$ cat src/rtl/quadrature_decode_multi.sv
// Multi-channel quadrature decoder: 2-flop sync, per-channel glitch filter, x1/x2/x4 counting, dir and sticky err.
// Latency FILTER+2 cycles from pin change to count update; no backpressure. Index zeroing built only with QDEC_INDEX_EN.
module quadrature_decode_multi #(
    parameter int WIDTH  = 8,
    parameter int NCH    = 1,
    parameter int FILTER = 2,
    parameter int MODE   = 4
) (
    input  logic                 clk,
    input  logic                 rst_n,
    input  logic [NCH-1:0]       a,
    input  logic [NCH-1:0]       b,
    input  logic [NCH-1:0]       z,
    input  logic                 clr,
    input  logic                 err_clr,
    output logic [NCH*WIDTH-1:0] count,
    output logic [NCH-1:0]       dir,
    output logic [NCH-1:0]       err
);

`ifdef QDEC_INDEX_EN
    localparam int SW = 3;
`else
    localparam int SW = 2;
    logic unused_z;
    assign unused_z = ^z;
`endif
    localparam logic [4:0] FLT = 5'(FILTER);

    for (genvar i = 0; i < NCH; i++) begin : g_ch
        logic [SW-1:0]    raw, s1, s2, prev, acc;
        logic [3:0]       fc;
        logic             primed;
        logic [WIDTH-1:0] cnt;
        logic             dir_q, err_q;
        logic [4:0]       run;
        logic             active, take, ev, counted, inc, dec, dbl, idx0;
        logic [1:0]       qo, qn, dq;

`ifdef QDEC_INDEX_EN
        assign raw = {a[i], b[i], z[i]};
`else
        assign raw = {a[i], b[i]};
`endif

        // Before priming every stable value is a candidate, so the reset value of acc is never trusted.
        always_comb begin
            active  = !primed || (s2 != acc);
            run     = (fc != 4'd0 && s2 == prev) ? {1'b0, fc} + 5'd1 : 5'd1;
            take    = active && (run >= FLT);
            ev      = take && primed;
            qo      = {acc[SW-1], acc[SW-1] ^ acc[SW-2]};
            qn      = {s2[SW-1], s2[SW-1] ^ s2[SW-2]};
            dq      = qn - qo;
            case (MODE)
                4:       counted = 1'b1;
                2:       counted = acc[SW-1] != s2[SW-1];
                default: counted = !acc[SW-1] && s2[SW-1];
            endcase
            inc     = ev && counted && (dq == 2'd1);
            dec     = ev && counted && (dq == 2'd3);
            dbl     = ev && (dq == 2'd2);
`ifdef QDEC_INDEX_EN
            idx0    = ev && !acc[0] && s2[0];
`else
            idx0    = 1'b0;
`endif
        end

        always_ff @(posedge clk or negedge rst_n) begin
            if (!rst_n) begin
                s1     <= '0;
                s2     <= '0;
                prev   <= '0;
                acc    <= '0;
                fc     <= '0;
                primed <= 1'b0;
                cnt    <= '0;
                dir_q  <= 1'b0;
                err_q  <= 1'b0;
            end else begin
                s1   <= raw;
                s2   <= s1;
                prev <= s2;
                fc   <= (active && !take) ? run[3:0] : 4'd0;
                if (take) begin
                    acc    <= s2;
                    primed <= 1'b1;
                end
                if (clr || idx0)
                    cnt <= '0;
                else if (inc)
                    cnt <= cnt + WIDTH'(1);
                else if (dec)
                    cnt <= cnt - WIDTH'(1);
                if (!clr && !idx0 && (inc || dec))
                    dir_q <= inc;
                if (dbl)
                    err_q <= 1'b1;
                else if (err_clr)
                    err_q <= 1'b0;
            end
        end

        assign count[i*WIDTH +: WIDTH] = cnt;
        assign dir[i]                  = dir_q;
        assign err[i]                  = err_q;
    end

endmodule

$ cat config.mk
export PLATFORM = sky130hd
export DESIGN_NAME = quadrature_decode_multi
export DESIGN_NICKNAME = d
export VERILOG_FILES = /design/src/rtl/quadrature_decode_multi.sv
export SDC_FILE = /design/constraint.sdc
export NUM_CORES = 1
export LEC_CHECK = 0
export BUFFER_PORTS_ARGS = -buffer_cell sky130_fd_sc_hd__buf_4
export CORE_ASPECT_RATIO = 1.75
export CORE_MARGIN = 4
export CORE_UTILIZATION = 50
export DETAILED_ROUTE_END_ITERATION = 10
export GPL_ROUTABILITY_DRIVEN = 0
export MAX_ROUTING_LAYER = met4
export PLACE_DENSITY = 0.68
export SYNTH_ARGS = -nofsm -noshare
export SYNTH_HDL_FRONTEND = slang
export SYNTH_SLANG_ARGS = --single-unit
$ cat constraint.sdc
create_clock -name clk -period 7.3 [get_ports clk]
set_input_delay 1.095 -clock clk [delete_from_list [all_inputs] [get_ports clk]]
set_output_delay 1.095 -clock clk [all_outputs]
set_load 0.01 [all_outputs]
==> summary.txt <==
Power
  • Pwr/cell area: 339.2 nW/um^2
  • Int Pwr: 0.3149 mW
  • Comb pwr share: 51.1%
  • PnR Total Power: between 0.5 and 0.6 mW
  • LEAKAGE: 0.7019 nW
  • Clock power share: 15.4%
  • Sequential share of power: between 30% and 40%
  • Sw power: about 0.19 mW
  • Peak VDD IR: 0.1868 mV
  • Net Sw Frac: 37.92%

Global route
  • Total GRT Usage: 16.91%
  • Largest net degree at the start of global routing: 24
  • First-pass GRT wire length: 4146 um
  • Vias in the first global route: between 900 and 1000
  • Grt total ovfl: 0
  • Antenna violations before repair: 0

Finish
  • Layout cells sized above 1: between 20% and 30%
  • Final nets: 162
  • Fin cells: 170
  • Antenna cells: 0
  • Area Growth Syn to Fin: 14.68%

Synthesis
  • Async SR Flop Fraction: 100.0%
  • Avg Cell Area, Syn: 10.43 um^2
  • Cell Area, Synth: about 1300 um^2
  • Sequential element share of the synthesized area: 44.15%
  • Post-synth EDFFs: 0
  • FF+latch count, synth: 23
  • Post-Syn Instances: 125
  • Most common flop cell mapped by yosys: dfrtp_1
  • Yosys Warn Count: 0
  • Cell variety after synth: 37

Run
  • MaxCap Viol Count: 0

Worst setup path
  • CP arrival: 3750 ps
  • Worst setup EP type: register
  • Startpoint Class: register
  • Reg2Reg Launch Point: g_ch[0].s2[0]
  • Reg-to-Reg End: count[7]
  • CP Max Fanout: 8
  • R2R depth: 11
  • R2R Setup Slk: 3740 ps
  • Worst path required time: 7490 ps
  • WS Path Type: reg2reg

Clock network
  • Post-CTS Resized: 0
  • CTS H-Tree Depth: 1
  • Clock sinks: 23
  • # hold bufs at CTS: 0
  • Root Buffer: clkbuf_8
  • Clock transition at the registers of the reported paths: ~80 ps
  • Post-CTS setup buffers: 0
  • Clk_lat worst skew: 260 ps
  • CTS Buffer Depth: 2
  • CTS buffer count: 3
  • CTS tree: yes

Floorplan
  • Initial Util: 52.31%
  • Row count: 24
  • Core area: between 2000 and 2500 um^2
  • Top-Level Pins: 17
  • Die ar.: 3521 um^2
  • Die H: 75.55 um
  • Die X-Extent: roughly 47 um

Run status
  • Status: finished clean

Drt
  • DRT antenna net count: 0
  • Initial DRC Count: 21
  • DR DRC count: 0
  • Via-to-Cell Ratio: 5.671
  • WL final: between 2000 and 2500 um
  • DRT Pass-1 Iters: 4
  • WL per Instance: 14.56 um
  • Vias: 964

Timing
  • Fmax: between 200 and 300 MHz
  • Final Cycle Share: about half
  • Final-report max-slew violation count: 0
  • Final min period: 3561 ps
  • Worst clock skew: 4.479 ps
  • Setup-failing EPs final: 0
  • Final Hold Fails: 0
  • RSZ-0062 raised after global routing: no
  • Setup TNS: 0 ps

Worst hold path
  • Hold Path Origin: g_ch[0].s1[0]
  • Hold Crit Class: reg2reg
  • WHS Endpoint: g_ch[0].s2[0]
  • Hold depth: 0

Place
  • IO buf count: 15
  • HPWL after detailed placement: 1919 um
  • Placed cell count: 166
sequential cells by signal (all words and copies together) (netlist names):
name,flops
g_ch.prev,2
g_ch.s1,2
dir,1
err,1
g_ch.fc,4
g_ch.primed,1
g_ch.acc,2
g_ch.s2,2
count,8
cell type report:
class	instances	area, um^2
timing repair buffer	15	112.6
sequential	23	575.6
tap	26	32.53
multi-input combinational	94	698.2
inverter	8	30.03
fill	221	997.2
clock buffer	3	41.29
clock inverter	1	5.005
per-layer routing:
metal	up-vias	global-route usage [%]	wire length [um]
li1	481	-	-
met3	4	2.128	63
met2	11	29.91	1419
met5	-	-	0
met1	468	18.46	963
met4	0	6.646	30
synth_stat cells, types with 3 or more instances:
cell type | n | area [um^2]
inv_1 | 8 | 30.03
ha_1 | 9 | 112.6
nor2_1 | 7 | 26.28
dfrtp_1 | 23 | 575.6
xnor2_1 | 6 | 52.55
xor2_1 | 3 | 26.28
a211oi_1 | 4 | 30.03
nor2b_1 | 3 | 18.77
mux2_2 | 3 | 33.78
a21oi_1 | 9 | 45.04
nand2_1 | 6 | 22.52
or2_2 | 4 | 25.02
o21ai_0 | 8 | 40.04
power groups by stage:
stage | clock, mW | sequential, mW | combinational [mW]
2_1_floorplan | 0 | 0.176 | 0.188
3_3_place_gp | 0 | 0.172 | 0.248
3_5_place_dp | 0 | 0.173 | 0.259
4_1_cts | 0.0814 | 0.170 | 0.260
5_1_grt | 0.0866 | 0.173 | 0.290
6_report | 0.0782 | 0.170 | 0.259
worst max-delay path, cell delays in order, from the launching register on:
cell      delay, ps
dfrtp_1         450
xnor2_1         160
ha_1            330
a211oi_2        220
o211a_1         380
nand2b_1        260
ha_1            420
or2_2           310
o311a_1         130
o221a_1         260
or4_1           400
a21oi_1         160
through the flow:
stage / cell area (um^2) / util [%] / setup WS, ps / hold slack (ps)
2_1_floorplan: 1311 / - / 4014 / 331.2
3_3_place_gp: 1449 / 58.13 / 3790 / 332.3
3_5_place_dp: 1449 / 58.13 / 3740 / 340.5
4_1_cts: 1495 / 59.99 / 3705 / 360.6
5_1_grt: 1495 / 59.99 / 3510 / 374.2
6_report: 1495 / 59.99 / 3739 / 357.3
placed cells by master (no fill, tap or decap), drive strengths merged, types with 2 or more instances in the layout:
cell    netlist  routed
xor2          3       3
or3           2       2
clkbuf        1       3
buf           1      15
or2           4       4
mux2i         2       2
o21ai         8       8
inv           8       8
o21a          2       2
o31ai         2       2
a21o          2       2
dfrtp        23      23
mux2          3       3
nor2          7       7
a211oi        6       6
nor3b         2       2
ha            9       9
nor2b         3       3
xnor2         6       6
or4           2       2
nand2         6       6
conb          1       3
a21oi         9       9
how the worst max path moves through the flow:
stage,cells after the start,start,to
finish,11,g_ch[0].s2[0],count[7]
global route,11,g_ch[0].s2[0],count[7]
CTS,11,g_ch[0].s2[0],count[7]
detailed placement,10,g_ch[0].s2[0],count[7]
global placement,10,g_ch[0].s2[0],count[7]
floorplan,11,g_ch[0].s2[0],count[7]
cell families after synthesis:
group | Yosys count | synth area share, %
compound gates | 37 | 20.06
simple gates | 30 | 12.28
flops | 23 | 44.15
fa+ha+maj | 10 | 10.17
buf+inv | 10 | 2.879
xor+xnor | 9 | 6.046
mux | 5 | 4.127
other cells | 1 | 0.2876
(Power assumes the default switching activity.)
